`src/rtl/spm_pkg.sv`:
```
// spm_pkg: shared definitions for the SPM issue sequencer.
//   SPM_W               default operand width of the serial-parallel multiplier
//   SPM_TIMEOUT_CYCLES  default watchdog limit, in cycles from the start pulse
//   seq_state_t         sequencer FSM state encoding
package spm_pkg;

    localparam int SPM_W              = 32;
    localparam int SPM_TIMEOUT_CYCLES = 128;

    typedef enum logic [1:0] {
        IDLE  = 2'd0,
        START = 2'd1,
        WAIT  = 2'd2,
        HOLD  = 2'd3
    } seq_state_t;

endpackage

```
`src/rtl/spm_operand_fifo.sv`:
```
// spm_operand_fifo: synchronous FIFO holding packed {mp, mc} operand pairs.
// Ports:
//   clk, reset    clock, synchronous active-high reset (flushes the FIFO)
//   push, wdata   write strobe and data; ignored while ready is low
//   pop, rdata    read strobe and head-of-queue data (rdata valid while !empty)
//   empty         no entries stored
//   ready         registered "not full"; low during reset
module spm_operand_fifo #(
    parameter int WIDTH = 64,
    parameter int DEPTH = 4
) (
    input  logic             clk,
    input  logic             reset,
    input  logic             push,
    input  logic [WIDTH-1:0] wdata,
    input  logic             pop,
    output logic [WIDTH-1:0] rdata,
    output logic             empty,
    output logic             ready
);

    localparam int AW = $clog2(DEPTH);

    logic [WIDTH-1:0] mem [DEPTH];
    logic [AW-1:0]    wr_ptr;
    logic [AW-1:0]    rd_ptr;
    logic [AW:0]      count;
    logic [AW:0]      count_next;
    logic             do_push;
    logic             do_pop;

    assign do_push = push && ready;
    assign do_pop  = pop && !empty;
    assign empty   = (count == '0);
    assign rdata   = mem[rd_ptr];

    // A simultaneous push and pop leaves the count unchanged.
    always_comb begin
        count_next = count;
        if (do_push && !do_pop)
            count_next = count + 1'b1;
        else if (do_pop && !do_push)
            count_next = count - 1'b1;
    end

    // Pointers wrap naturally because DEPTH is a power of two.
    always_ff @(posedge clk) begin
        if (reset) begin
            wr_ptr <= '0;
            rd_ptr <= '0;
            count  <= '0;
            ready  <= 1'b0;
        end else begin
            if (do_push)
                wr_ptr <= wr_ptr + 1'b1;
            if (do_pop)
                rd_ptr <= rd_ptr + 1'b1;
            count <= count_next;
            ready <= (count_next != (AW+1)'(DEPTH));
        end
    end

    always_ff @(posedge clk) begin
        if (do_push)
            mem[wr_ptr] <= wdata;
    end

endmodule

```
`src/rtl/spm_issue_sequencer.sv`:
```
// spm_issue_sequencer: buffers signed operand pairs and issues them one at a
// time to a serial-parallel multiplier, returning each 2W-bit product on a
// valid/ready stream. Strictly in order, at most one multiplication in flight.
// Optional feature macro: SPM_SEQ_TIMEOUT_EN enables a watchdog that ends a
// stuck multiplication with out_p=0, out_err=1.
// Ports:
//   clk, reset                      clock, synchronous active-high reset
//   in_valid/in_ready/in_mp/in_mc   operand input stream
//   out_valid/out_ready/out_p/out_err  product output stream
//   spm_mp/spm_mc/spm_start         operands and one-cycle start pulse to SPM
//   spm_p/spm_done                  product and done level from SPM
//   busy                            FSM active or operands queued
module spm_issue_sequencer
    import spm_pkg::*;
#(
    parameter int W              = SPM_W,
    parameter int DEPTH          = 4,
    parameter int TIMEOUT_CYCLES = SPM_TIMEOUT_CYCLES
) (
    input  logic                clk,
    input  logic                reset,
    input  logic                in_valid,
    output logic                in_ready,
    input  logic signed [W-1:0] in_mp,
    input  logic signed [W-1:0] in_mc,
    output logic                out_valid,
    input  logic                out_ready,
    output logic signed [2*W-1:0] out_p,
    output logic                out_err,
    output logic signed [W-1:0] spm_mp,
    output logic signed [W-1:0] spm_mc,
    output logic                spm_start,
    input  logic signed [2*W-1:0] spm_p,
    input  logic                spm_done,
    output logic                busy
);

    seq_state_t       state;
    logic             done_q;
    logic             done_rise;
    logic             fifo_empty;
    logic             fifo_pop;
    logic [2*W-1:0]   fifo_rdata;

`ifdef SPM_SEQ_TIMEOUT_EN
    localparam int WD_W = $clog2(TIMEOUT_CYCLES + 1);
    logic [WD_W-1:0] wd;
`endif

    spm_operand_fifo #(
        .WIDTH (2*W),
        .DEPTH (DEPTH)
    ) u_fifo (
        .clk   (clk),
        .reset (reset),
        .push  (in_valid),
        .wdata ({in_mp, in_mc}),
        .pop   (fifo_pop),
        .rdata (fifo_rdata),
        .empty (fifo_empty),
        .ready (in_ready)
    );

    // Only a fresh rising edge of done counts; a level held over from the
    // previous operation must not complete the new one.
    assign done_rise = spm_done && !done_q;

    // A pop happens from IDLE, or from HOLD as the result is handed off.
    assign fifo_pop = !fifo_empty && ((state == IDLE) || (state == HOLD && out_ready));
    assign busy     = (state != IDLE) || !fifo_empty;

    always_ff @(posedge clk) begin
        if (reset) begin
            state     <= IDLE;
            done_q    <= 1'b0;
            spm_start <= 1'b0;
            spm_mp    <= '0;
            spm_mc    <= '0;
            out_valid <= 1'b0;
            out_p     <= '0;
`ifdef SPM_SEQ_TIMEOUT_EN
            out_err   <= 1'b0;
            wd        <= '0;
`endif
        end else begin
            done_q    <= spm_done;
            spm_start <= 1'b0;
            if (fifo_pop) begin
                spm_mp <= fifo_rdata[2*W-1:W];
                spm_mc <= fifo_rdata[W-1:0];
            end
            case (state)
                IDLE: begin
                    if (fifo_pop) begin
                        spm_start <= 1'b1;
                        state     <= START;
                    end
                end
                START: begin
`ifdef SPM_SEQ_TIMEOUT_EN
                    wd    <= '0;
`endif
                    state <= WAIT;
                end
                WAIT: begin
                    if (done_rise) begin
                        out_p     <= spm_p;
                        out_valid <= 1'b1;
`ifdef SPM_SEQ_TIMEOUT_EN
                        out_err   <= 1'b0;
`endif
                        state     <= HOLD;
                    end
`ifdef SPM_SEQ_TIMEOUT_EN
                    // Expires on the TIMEOUT_CYCLES-th WAIT cycle, so out_valid
                    // appears TIMEOUT_CYCLES+1 cycles after the start pulse.
                    else if (wd == WD_W'(TIMEOUT_CYCLES - 1)) begin
                        out_p     <= '0;
                        out_err   <= 1'b1;
                        out_valid <= 1'b1;
                        state     <= HOLD;
                    end else begin
                        wd <= wd + 1'b1;
                    end
`endif
                end
                HOLD: begin
                    if (out_ready) begin
                        out_valid <= 1'b0;
                        if (fifo_pop) begin
                            spm_start <= 1'b1;
                            state     <= START;
                        end else begin
                            state <= IDLE;
                        end
                    end
                end
                default: state <= IDLE;
            endcase
        end
    end

`ifndef SPM_SEQ_TIMEOUT_EN
    assign out_err = 1'b0;
`endif

endmodule

```
`config.mk`:
```
export PLATFORM = sky130hd
export DESIGN_NAME = spm_issue_sequencer
export DESIGN_NICKNAME = d
export VERILOG_FILES = /design/src/rtl/spm_pkg.sv /design/src/rtl/spm_operand_fifo.sv /design/src/rtl/spm_issue_sequencer.sv
export SDC_FILE = /design/constraint.sdc
export NUM_CORES = 1
export LEC_CHECK = 0
export ABC_AREA = 1
export BUFFER_PORTS_ARGS = -buffer_cell sky130_fd_sc_hd__buf_2
export CORE_MARGIN = 2
export CORE_UTILIZATION = 39
export CTS_CLUSTER_DIAMETER = 80
export DETAILED_ROUTE_END_ITERATION = 16
export PLACE_DENSITY_LB_ADDON = 0.15
export SLEW_MARGIN = 10
export SYNTH_ARGS = -nofsm -noshare
export SYNTH_HDL_FRONTEND = slang
export SYNTH_SLANG_ARGS = --single-unit
```
`constraint.sdc`:
```
create_clock -name clk -period 5.2 [get_ports clk]
set_input_delay 0.78 -clock clk [delete_from_list [all_inputs] [get_ports clk]]
set_output_delay 0.78 -clock clk [all_outputs]
set_load 0.005 [all_outputs]
```
# Word level (Yosys, flattened, before mapping)

Memories as Yosys holds them, arrays and structs flattened. A register that Yosys moved wholly into a read port is not among the register bits.
Cells that the tools add are included.

Add/subtract/negate cells: 4
Eq/ne operators: 7
Multiplexer cells: 15
Reduce and logical (&&, ||, !) cells: 20

Operators by type and width:

| cell                                                 | count |
|---|---|
| case mux 2 bit (4 select lines)                      | 1 |
| logical AND 1 bit                                    | 7 |
| 2-to-1 mux 1 bit                                     | 7 |
| 2-to-1 mux 2 bit                                     | 3 |
| 2-to-1 mux 3 bit                                     | 2 |
| AND reduction 3 bit                                  | 2 |
| adder 2 x 1 -> 2 bit (second input constant)         | 2 |
| equality test 2 bit (second input constant)          | 2 |
| logical NOT 1 bit                                    | 4 |
| != test 2 bit (second input constant)                | 2 |
| case mux 1 bit (2 select lines)                      | 2 |
| nonzero test 2 bit                                   | 2 |
| adder 3 x 1 -> 3 bit (second input constant)         | 1 |
| logical NOT 3 bit                                    | 1 |
| != test 3 bit (second input constant)                | 1 |
| subtractor 3 x 1 -> 3 bit (second input constant)    | 1 |
| equality test 2 x 1 -> 1 bit (second input constant) | 1 |
| logical NOT 2 bit                                    | 1 |
| logical OR 1 bit                                     | 2 |
| != test 2 x 1 -> 1 bit (second input constant)       | 1 |
| AND reduction 2 bit                                  | 1 |

Register bits: 77
RAM bits: 256
Logic and storage cells: 56
Memories: 1

Memory list:

| name       | depth | bits a word | read ports | clocked after memory_dff | wr ports | RTL line               | source |
|---|---|---|---|---|---|---|---|
| u_fifo.mem | 4     | 64          | 1          | 1                        | 1        | spm_operand_fifo.sv:24 | `logic [WIDTH-1:0] mem [DEPTH];` |

# Longest topological paths before layout

Gate-level depths: netlist of run 1.

Depth after elaboration: 9
Gate-level depth with buffers: 11
Depth with buffers taken out: 11

# Modules after synthesis

Synthesis of run 1 repeated with hierarchy kept, for this count alone.

Cell total of the unflattened synthesis: 1293
Area, all modules: 15140.8 um^2

Modules (own cells, without submodules):

| module              | instances | cells each | area an instance (um^2) | sequential area each (um^2) |
|---|---|---|---|---|
| spm_operand_fifo    | 1         | 694        | 10048.4                 | 7887.6 |
| spm_issue_sequencer | 1         | 599        | 5092.4                  | 2662.6 |

# Least setup slack after synthesis of run 1

OpenSTA, ideal clock, no wires.

Path kind: input port to flip-flop
Start: in in_valid
End: mem u_fifo.mem[0][0], enable pin
Library setup time: 0.486 ns
Data arrival time: 3.675 ns
Data required time: 4.714 ns
Setup slack: 1.039 ns
Stages: 3
Path buffers: 1
Cell sequence: nand2_1 buf_2 nor2_1

Cells in the longest elaborated chain, start to end: 3

RTL lines:

| what                                   | RTL line                  | source |
|---|---|---|
| from (decl)                            | spm_issue_sequencer.sv:22 | `input logic in_valid,` |
| logical AND 1 bit                      | spm_operand_fifo.sv:32    | `assign do_push = push && ready;` |
| 2-to-1 mux 1 bit                       | spm_operand_fifo.sv:64    | `if (do_push)` |
| 2-to-1 mux 1 bit (not written as such) | spm_operand_fifo.sv:65    | `mem[wr_ptr] <= wdata;` |
| to (decl)                              | spm_operand_fifo.sv:24    |  |

No other way between the ends.

# Worst setup path after layout of run 1

Start: reg state[1]
End: reg spm_mp[4] (read register of u_fifo.mem)

Cells in the longest elaborated chain, start to end: 4
Elaborated cells on any way between the ends: 5
Classes of those cells: eq/ne: 1; reduce/logical: 4

RTL lines:

| what                   | RTL line                   | source |
|---|---|---|
| from (decl)            | spm_issue_sequencer.sv:38  | `seq_state_t state;` |
| from (signal assigned) | spm_issue_sequencer.sv:74  | `state <= IDLE;` |
| from (signal assigned) | spm_issue_sequencer.sv:96  | `state <= START;` |
| from (signal assigned) | spm_issue_sequencer.sv:103 | `state <= WAIT;` |
| equality test 2 bit    | spm_issue_sequencer.sv:69  | `assign fifo_pop = !fifo_empty && ((state == IDLE) \|\| (state == HOLD && out_ready));` |
| logical AND 1 bit      | spm_issue_sequencer.sv:69  |  |
| logical OR 1 bit *     | spm_issue_sequencer.sv:69  |  |
| logical AND 1 bit *    | spm_issue_sequencer.sv:69  |  |
| to (decl)              | spm_issue_sequencer.sv:30  | `output logic signed [W-1:0] spm_mp,` |

Every way passes the cells marked *; elsewhere a longest branch is shown, timed or not.
A chain may end at the register's enable or synchronous reset.

==> impl_metrics.env, run 1 <==
export IMPL_syn_nets=1426
export IMPL_yosysSeqAreaShare_pct=72.0
export IMPL_synth_top_cell_area_share_pct=52.7
export IMPL_drive_gt1_share_pct=23.2
export IMPL_cts_hold_buffers=0
export IMPL_htree_levels=2
export IMPL_via_per_inst=4.98
export IMPL_rsz0062_at_grt="false"
export IMPL_root_buffer="clkbuf_16"
export IMPL_drtAntennaViolNets=0
export IMPL_grt_overflow=0
export IMPL_first_pass_iters=5
export IMPL_ctsResizeCount=0
export IMPL_post_route_cell_area_sq_mm=0.0176
export IMPL_fin_util_pct=48.0
export IMPL_io_pins=266
export IMPL_yosys_area_top_type="edfxtp_1"
export IMPL_crit_chain="inv_1, ha_1, inv_1, nand2_1, nand2_4, inv_4, buf_4, o21ai_0, a31oi_1"
export IMPL_crit_top_cell="inv_1"
export IMPL_ir_worst_vdd_uv=278
export IMPL_rr_worst_depth=9
export IMPL_crit_type="register to register"
export IMPL_cts_setup_buffers=0
export IMPL_antenna_found_initial=5
export IMPL_fillers=3356
export IMPL_r2r_start="state[1]"
export IMPL_powerDensity_mw_per_mm2=498
export IMPL_grt_max_degree=101
export IMPL_cpMaxStageDelayCell="inv_4"
export IMPL_dieWidth_microns=197
export IMPL_grt_usage_pct=18.5
export IMPL_worst_slack_ns=2.69
export IMPL_status="completed"
export IMPL_synth_warnings=0
export IMPL_die_area_sq_mm=0.0390
export IMPL_max_slew_margin_pct=21.9
export IMPL_mappedNetlistArea_sq_mm=0.0146
export IMPL_drt_iter0_drc=481
export IMPL_die_h_microns=197
export IMPL_place_area_sq_mm=0.0162
export IMPL_skew_ns=0.0218
export IMPL_worstPathRequired_ns=5.67
export IMPL_syn_inst=1282
export IMPL_crit_arrival_ns=2.98
export IMPL_dp_hpwl_mm=21.3
export IMPL_start_util_pct=39.8
export IMPL_regToRegSetupSlack_ns=2.69
export IMPL_drc_errors=0
export IMPL_port_buffer_count=264
export IMPL_vias=10100
export IMPL_clock_latency_ns=0.57
export IMPL_path_max_fanout=86
export IMPL_timing_rr_end="spm_mp[4]"
export IMPL_setup_violations=0
export IMPL_finalSetupTns_ns=0
export IMPL_period_needed_ns=2.51
export IMPL_yosysUniqueCellTypes=27
export IMPL_critPathMaxStageDelay_ns=0.62
export IMPL_nets=1662
export IMPL_wl_per_cell_microns=17.9
export IMPL_cts_buffers=43
export IMPL_slew_viol_final=0
export IMPL_post_route_period_util_pct=48.2
export IMPL_hold_violations=0
export IMPL_core_sq_mm=0.0367
export IMPL_start_kind="register"
export IMPL_syn_area_per_cell_sq_um=11.4
export IMPL_fmax_ghz=0.399
export IMPL_clkSlewWorstSetupHoldPaths_ns=0.06
export IMPL_synth_area_top_cells="edfxtp_1 (53%), dfxtp_1 (19%), nor2_1 (10%), o21ai_0 (8.4%), a31oi_1 (2.7%)"
export IMPL_area_growth_pct=20.6
export IMPL_cts_sinks=397
export IMPL_p_leak_nw=6.95
export IMPL_tightest_slew_ns=1.17
export IMPL_grt_first_pass_wirelength_mm=55.5
export IMPL_cts_buffer_depth=3
export IMPL_gp_congestion=0.703
export IMPL_grt_pass1_vias=9785
export IMPL_min_path_cells=3
export IMPL_fin_hold_ws_ns=0.436
export IMPL_critPathTopFamily="buffers and inverters"
export IMPL_synth_seq_cells=397
export IMPL_hp_class="input pin to register"
export IMPL_num_rows=70
export IMPL_maxCapViolCount=0
export IMPL_critPathBufInv=4
export IMPL_hold_end="out_p[23]"
export IMPL_min_from="spm_p[23]"
export IMPL_place_ws_ns=2.16
export IMPL_drt_wl_total_mm=36.3
export IMPL_critPathCaptureType="register"
export IMPL_cts_tree="built"
[metal layers]
| layer | wire length (microns) | share of wire (%) | global-route usage [%] | vias up |
|---|---|---|---|---|
| met1 | 15600 | 43 | 23.4 | 4745 |
| met3 | 2610 | 7.2 | 4.40 | 67 |
| met5 | 21 | 0.058 | 0 | - |
| met2 | 17100 | 47 | 31.3 | 303 |
| li1 | - | - | - | 4953 |
| met4 | 866 | 2.4 | 5.96 | 4 |
[worst max path at each step]
stage / startpoint / end / cells past startpoint
2_1_floorplan: in_valid / u_fifo.mem[0][0] / 3
4_1_cts: u_fifo.rd_ptr[0] / spm_mp[27] / 4
3_3_place_gp: in_valid / u_fifo.mem[3][42] / 4
6_report: state[1] / spm_mp[4] / 9
5_1_grt: state[1] / spm_mp[4] / 9
3_5_place_dp: in_valid / u_fifo.mem[3][42] / 4
[worst reg2reg max path: stages (launching register included)]
cell,delay [ns]
dfxtp_1,0.32
inv_1,0.12
ha_1,0.19
inv_1,0.04
nand2_1,0.13
nand2_4,0.10
inv_4,0.62
buf_4,0.56
o21ai_0,0.14
a31oi_1,0.21
[Yosys cell counts, drive strengths merged]
cell and instances:
nor3 2, a21oi 11, edfxtp 256, inv 22, nand3 6, o21ai 262
nand3b 1, nand2 21, buf 50, conb 1, dfxtp 141, or2 1
nand4 1, nor2 394, o211ai 1, o21bai 1, clkbuf 36, ha 11
a31oi 64
[cells in the final DEF, fill, tap and decap left out, types with 2 or more instances in the layout]
cell type and n:
clkinv_1 6, buf_4 12, buf_2 264, o21ai_1 18, dfxtp_1 139, clkbuf_16 44, edfxtp_1 256, clkbuf_8 5
inv_1 15, clkbuf_1 7, diode_2 3, ha_1 11, clkinv_2 10, nor2_1 390, nand3_1 6, inv_6 2
clkinvlp_4 3, o21ai_0 244, a31oi_1 64, nand2_1 19, inv_2 4, a21oi_1 11, bufinv_16 2, nor2_4 4
[metrics by stage]
| stage | cells | power (mW) |
|---|---|---|
| after detailed placement | 1941 | 5.92 |
| after CTS | 2020 | 8.91 |
| after global placement | 1941 | 5.90 |
| after floorplan | 1282 | 5.26 |
| final | 2023 | 8.77 |
| after global routing | 2021 | 9.31 |
[flip-flops by register name, indices dropped and copies added, names as in the netlist]
signal         flops
done_q             1
out_p             64
out_valid          1
spm_mc            32
spm_mp            32
spm_start          1
state              2
u_fifo.count       3
u_fifo.mem       256
u_fifo.rd_ptr      2
u_fifo.ready       1
u_fifo.wr_ptr      2
[area by class of cell]
cell class                      count  area, sq um  share of cell area (%)
Antenna cell                        3         7.51                  0.0426
Clock buffer                       56         1200                    6.80
Clock inverter                     23          188                    1.07
Inverter                           22         87.6                   0.498
Multi-Input combinational cell    777         3590                    20.4
Sequential cell                   397        10500                    59.7
Tap cell                          468          586                    3.33
Timing Repair Buffer              277         1430                    8.13
[cells by family (layout without fill, tap and decap cells)]
kind of cell / Yosys count / after routing / share of synthesized area, %
buffers and inverters: 108 / 378 / 3.58
adders and majority gates: 11 / 11 / 0.943
AOI/OAI and AO/OA: 339 / 339 / 12.2
DFF: 397 / 397 / 72.0
other: 1 / 4 / 0.0257
and+or+nand+nor: 426 / 426 / 11.2
[power breakdown]
group / switching [mW] / internal (mW) / leakage, nW
Clock: 1.23 / 1.73 / 0.676
Combinational: 1.25 / 0.612 / 2.79
Sequential: 0.192 / 3.76 / 3.48
Total: 2.67 / 6.10 / 6.95
Note: power is estimated with default switching activity, not from simulation.
==> inputs of run 2 (changes only) <==
==> constraint.sdc (replaced) <==
create_clock -name clk -period 2.3 [get_ports clk]
set_input_delay 0.345 -clock clk [delete_from_list [all_inputs] [get_ports clk]]
set_output_delay 0.345 -clock clk [all_outputs]
set_load 0.005 [all_outputs]
==> impl_metrics.env, run 2 (synthesized netlist as in run 1, its figures left out) <==
export IMPL_tightest_slew_ns=1.06
export IMPL_period_needed_ns=1.93
export IMPL_dp_hpwl_mm=21.5
export IMPL_min_path_cells=1
export IMPL_drc_errors=0
export IMPL_fmax_ghz=0.519
export IMPL_drtAntennaViolNets=0
export IMPL_port_buffer_count=264
export IMPL_antenna_found_initial=2
export IMPL_worst_slack_ns=0.374
export IMPL_root_buffer="clkbuf_16"
export IMPL_crit_type="register to register"
export IMPL_max_slew_margin_pct=29.2
export IMPL_critPathBufInv=3
export IMPL_crit_cells=7
export IMPL_via_per_inst=4.92
export IMPL_ctsResizeCount=0
export IMPL_drt_iter0_drc=525
export IMPL_layout_commonest_cell="nor2_1"
export IMPL_critPathMaxStageDelay_ns=0.76
export IMPL_layout_common_cells="nor2_1 (390), buf_2 (264), edfxtp_1 (256), o21ai_0 (244), dfxtp_1 (139)"
export IMPL_cts_buffers=43
export IMPL_grt_usage_pct=18.9
export IMPL_maxCapViolCount=0
export IMPL_critPathTopFamily="buffers and inverters"
export IMPL_drive_gt1_share_pct=22.6
export IMPL_die_area_sq_mm=0.0390
export IMPL_nets=1755
export IMPL_hp_class="input pin to register"
export IMPL_total_power_mw=20.5
export IMPL_place_ws_ns=0.380
export IMPL_status="completed"
export IMPL_area_growth_pct=28.2
export IMPL_fin_util_pct=51.0
export IMPL_rsz0062_at_grt="false"
export IMPL_grt_first_pass_wirelength_mm=56.9
export IMPL_worstPathRequired_ns=2.79
export IMPL_powerDensity_mw_per_mm2=1090
export IMPL_first_pass_iters=5
export IMPL_place_area_sq_mm=0.0165
export IMPL_regMostFlops="u_fifo.mem"
export IMPL_post_route_period_util_pct=83.7
export IMPL_htree_levels=2
export IMPL_clkSlewWorstSetupHoldPaths_ns=0.06
export IMPL_grt_overflow=0
export IMPL_crit_arrival_ns=2.42
export IMPL_reg_top3="u_fifo.mem: 256 flops, out_p: 64 flops"
export IMPL_hold_violations=0
export IMPL_path_max_fanout=64
export IMPL_p_leak_nw=7.43
export IMPL_drt_wl_total_mm=37.2
export IMPL_rr_worst_depth=7
export IMPL_skew_ns=0.0133
export IMPL_dp_cells=1952
export IMPL_grt_max_degree=67
export IMPL_fin_hold_ws_ns=0.0275
export IMPL_critPathCaptureType="register"
export IMPL_start_util_pct=39.8
export IMPL_cts_tree="built"
export IMPL_setup_violations=0
export IMPL_io_pins=266
export IMPL_core_sq_mm=0.0367
export IMPL_cts_sinks=397
export IMPL_clock_latency_ns=0.55
export IMPL_finalSetupTns_ns=0
export IMPL_largest_reg_flops=256
export IMPL_fin_cells=2114
export IMPL_fillers=3187
export IMPL_crit_chain="inv_1, ha_1, inv_1, nor3_4, inv_2, nor2_1, nor2_1"
export IMPL_post_route_cell_area_sq_mm=0.0187
export IMPL_cts_buffer_depth=3
export IMPL_dieWidth_microns=197
export IMPL_cpMaxStageDelayCell="inv_2"
export IMPL_gp_congestion=0.723
export IMPL_slew_viol_final=0
export IMPL_die_h_microns=197
export IMPL_vias=10400
export IMPL_start_kind="register"
export IMPL_num_rows=70
export IMPL_ir_worst_vdd_uv=635
export IMPL_grt_pass1_vias=9872
export IMPL_wl_per_cell_microns=17.6
## run 2: cell types whose count changed in the layout (fill, tap and decap cells not counted), moves of 2 or more
cell,delta
clkinv_2,-2
clkinv_1,-5
buf_4,-2
clkbuf_1,+4
buf_12,+13
clkinvlp_4,-3
dlygate4sd3_1,+82
inv_4,+2
clkbuf_8,+5
## run 2: worst register-to-register path: stages (launching register included)
cell	delay [ns]
dfxtp_1	0.37
inv_1	0.10
ha_1	0.22
inv_1	0.11
nor3_4	0.05
inv_2	0.76
nor2_1	0.13
nor2_1	0.13
## run 2: metal layers
metal  vias up  global-route usage (%)  share of wire [%]
met5         -                       0                  0
li1       5153                       -                  -
met1      4894                    24.8                 44
met3        47                    4.75                7.0
met4         0                    5.21                2.0
met2       313                    31.4                 47
## run 2: layout make-up
class	count	area [sq um]	area share, %
multi-input combinational	777	3590	19.2
antenna	2	5.00	0.0268
timing repair buffer	370	2500	13.4
clock buffer	66	1310	6.98
clock inverter	12	113	0.602
sequential	397	10500	56.2
tap	468	586	3.13
inverter	22	90.1	0.482
## run 2: report_power, final
group / internal (mW) / switching (mW) / total, mW
Combinational: 1.71 / 2.96 / 4.67
Sequential: 8.50 / 0.433 / 8.93
Clock: 4.13 / 2.72 / 6.85
Total: 14.3 / 6.12 / 20.5
## run 2: final timing paths
kind                            startpoint                 to  slack, ns
worst max-delay path              state[0]           out_p[9]       0.37
worst min-delay path             in_mc[27]  u_fifo.mem[3][27]       0.03
worst max register to register    state[0]           out_p[9]       0.37
worst min register to register   out_valid          out_valid       0.46
## run 2: what timing repair did
| item | 4_1_cts | 5_1_grt |
|---|---|---|
| setup endpoints to repair | 0 | 0 |
| hold endpoints to repair | 208 | 0 |
| hold buffers | 82 | 0 |
| setup buffers | 0 | 0 |
==> inputs of run 3 (changes only) <==
--- a/config.mk
+++ b/config.mk
@@ -5,7 +5,7 @@
 export SDC_FILE = /design/constraint.sdc
 export NUM_CORES = 1
 export LEC_CHECK = 0
-export ABC_AREA = 1
+export ABC_AREA = 0
 export BUFFER_PORTS_ARGS = -buffer_cell sky130_fd_sc_hd__buf_2
 export CORE_MARGIN = 2
 export CORE_UTILIZATION = 39
==> constraint.sdc (replaced) <==
create_clock -name clk -period 1.8 [get_ports clk]
set_input_delay 0.27 -clock clk [delete_from_list [all_inputs] [get_ports clk]]
set_output_delay 0.27 -clock clk [all_outputs]
set_load 0.005 [all_outputs]
==> impl_metrics.env, run 3 <==
export IMPL_dp_hpwl_mm=21.6
export IMPL_powerDensity_mw_per_mm2=1410
export IMPL_synth_edf_count=256
export IMPL_fin_cells=1912
export IMPL_max_slew_margin_pct=60.5
export IMPL_path_max_fanout=6
export IMPL_via_per_inst=4.86
export IMPL_wl_per_cell_microns=18.3
export IMPL_clkSlewWorstSetupHoldPaths_ns=0.06
export IMPL_setup_violations=0
export IMPL_first_pass_iters=4
export IMPL_post_route_cell_area_sq_mm=0.0193
export IMPL_drt_iter0_drc=363
export IMPL_drc_errors=0
export IMPL_ir_worst_vdd_uv=1020
export IMPL_drive_gt1_share_pct=31.5
export IMPL_area_growth_pct=34.6
export IMPL_worstPathRequired_ns=2.24
export IMPL_crit_chain="inv_2, ha_1, nor2b_4, buf_4, nor2_4, buf_6, xnor2_1, nand2_1, nor3b_1"
export IMPL_total_power_mw=27.2
export IMPL_hp_class="input pin to register"
export IMPL_htree_levels=2
export IMPL_synth_common_cells="nand2_1 (264), edfxtp_1 (256), dfxtp_1 (141)"
export IMPL_critPathTopFamily="simple AND/OR/NAND/NOR gates"
export IMPL_nets=1552
export IMPL_yosys_area_top_type="edfxtp_1"
export IMPL_regMostFlops="u_fifo.mem"
export IMPL_crit_type="register to register"
export IMPL_cts_buffers=43
export IMPL_synth_ff_type="edfxtp_1"
export IMPL_fillers=3076
export IMPL_gp_congestion=0.720
export IMPL_place_area_sq_mm=0.0166
export IMPL_critPathBufInv=3
export IMPL_skew_ns=0.0248
export IMPL_maxCapViolCount=0
export IMPL_syn_area_per_cell_sq_um=14.6
export IMPL_critPathMaxStageDelay_ns=0.35
export IMPL_status="completed"
export IMPL_io_pins=266
export IMPL_layout_common_cells="nand2_1 (263), buf_2 (262), edfxtp_1 (256), dfxtp_1 (137), a21oi_1 (135)"
export IMPL_fin_util_pct=53.1
export IMPL_hold_violations=0
export IMPL_die_area_sq_mm=0.0384
export IMPL_place_ws_ns=0.00155
export IMPL_yosysMostFrequentCell="nand2_1"
export IMPL_post_route_period_util_pct=95.9
export IMPL_port_buffer_count=264
export IMPL_fmax_ghz=0.579
export IMPL_reg_top3="u_fifo.mem: 256 flops, out_p: 64 flops"
export IMPL_drt_wl_total_mm=35.0
export IMPL_dieWidth_microns=196
export IMPL_synth_warnings=0
export IMPL_syn_inst=985
export IMPL_vias=9283
export IMPL_die_h_microns=196
export IMPL_root_buffer="clkbuf_16"
export IMPL_async_flop_share_pct=0
export IMPL_grt_overflow=0
export IMPL_synth_area_top_cells="edfxtp_1 (54%), dfxtp_1 (20%), mux4_2 (10%), nand2_1 (6.9%), a21oi_1 (4.8%)"
export IMPL_period_needed_ns=1.73
export IMPL_dp_cells=1698
export IMPL_yosysSeqAreaShare_pct=73.2
export IMPL_start_util_pct=39.4
export IMPL_yosysUniqueCellTypes=37
export IMPL_synth_top_cell_area_share_pct=53.5
export IMPL_grt_max_degree=65
export IMPL_synth_seq_cells=397
export IMPL_cts_tree="built"
export IMPL_cpMaxStageDelayCell="dfxtp_2"
export IMPL_critPathCaptureType="register"
export IMPL_p_leak_nw=7.19
export IMPL_num_rows=70
export IMPL_largest_reg_flops=256
export IMPL_grt_first_pass_wirelength_mm=53.1
export IMPL_mappedNetlistArea_sq_mm=0.0144
export IMPL_worst_slack_ns=0.0737
export IMPL_cts_buffer_depth=3
export IMPL_slew_viol_final=0
export IMPL_grt_usage_pct=18.1
export IMPL_clock_latency_ns=0.56
export IMPL_layout_commonest_cell="nand2_1"
export IMPL_grt_pass1_vias=9497
export IMPL_syn_nets=1129
export IMPL_core_sq_mm=0.0364
export IMPL_drtAntennaViolNets=0
export IMPL_tightest_slew_ns=0.592
export IMPL_cts_sinks=397
export IMPL_start_kind="register"
export IMPL_antenna_found_initial=2
export IMPL_crit_arrival_ns=2.16
[run 3: kinds of logic (layout without fill, tap and decap cells)]
group,after synthesis,after routing,share of synthesized area (%)
flops,397,397,73.2
simple gates,291,291,7.95
compound gates,147,147,5.28
buf+inv,67,525,2.13
mux,64,64,10.0
fa+ha+maj,12,12,1.03
xor+xnor,6,6,0.366
other cells,1,2,0.0261
[run 3: timing repair]
item / 4_1_cts / 5_1_grt
buffers inserted: 1 / 3
hold buffers: 128 / 0
endpoints found under the setup margin: 2 / 27
gates resized for setup: 6 / 10
endpoints found under the hold margin: 320 / 0
cloned: 0 / 1
pin swaps: 0 / 3
[run 3: power by group]
group	switching [mW]	leakage, nW	total (mW)	internal (mW)
clock	3.47	0.652	8.36	4.89
sequential	0.650	3.47	11.7	11.1
combinational	3.73	3.06	7.10	3.37
total	7.85	7.19	27.2	19.3
[run 3: layout make-up]
type / instances / area (sq um) / area share, %
multi-input cells: 521 / 3600 / 18.6
clock buffers: 62 / 1190 / 6.14
well taps: 468 / 586 / 3.03
inverters: 7 / 26.3 / 0.136
repair buffers: 438 / 3260 / 16.9
flip-flops and latches: 397 / 10500 / 54.4
clock inverters: 18 / 149 / 0.770
diodes: 1 / 2.50 / 0.0129
[run 3: layer usage]
metal / global-route usage, % / part of all wire, % / wire length (microns)
met4: 6.57 / 2.4 / 827
met2: 31.5 / 50 / 17400
met3: 4.11 / 5.8 / 2020
met5: 0 / 0.037 / 13
met1: 22.1 / 42 / 14800
[run 3: worst min-delay path, cell delays in order]
cell and delay, ns:
buf_2 0.12, nand2_1 0.05, a21oi_1 0.06, nor2_1 0.07
[run 3: path summary, 6_finish.rpt]
kind	start	end	slack [ns]	depth (start not counted)
max	u_fifo.count[1]	u_fifo.count[0]	0.07	9
min	out_ready	out_valid	0.05	4
max reg2reg	u_fifo.count[1]	u_fifo.count[0]	0.07	9
min reg2reg	spm_mc[28]	spm_mc[28]	0.45	2
[run 3: stage by stage]
| step | setup TNS, ns | hold WS [ns] |
|---|---|---|
| after floorplan | 0 | 0.369 |
| after global placement | 0 | 0.438 |
| after detailed placement | 0 | 0.444 |
| after CTS | 0 | 0.0139 |
| after global routing | -0.0269 | 0.0587 |
| final | 0 | 0.0500 |
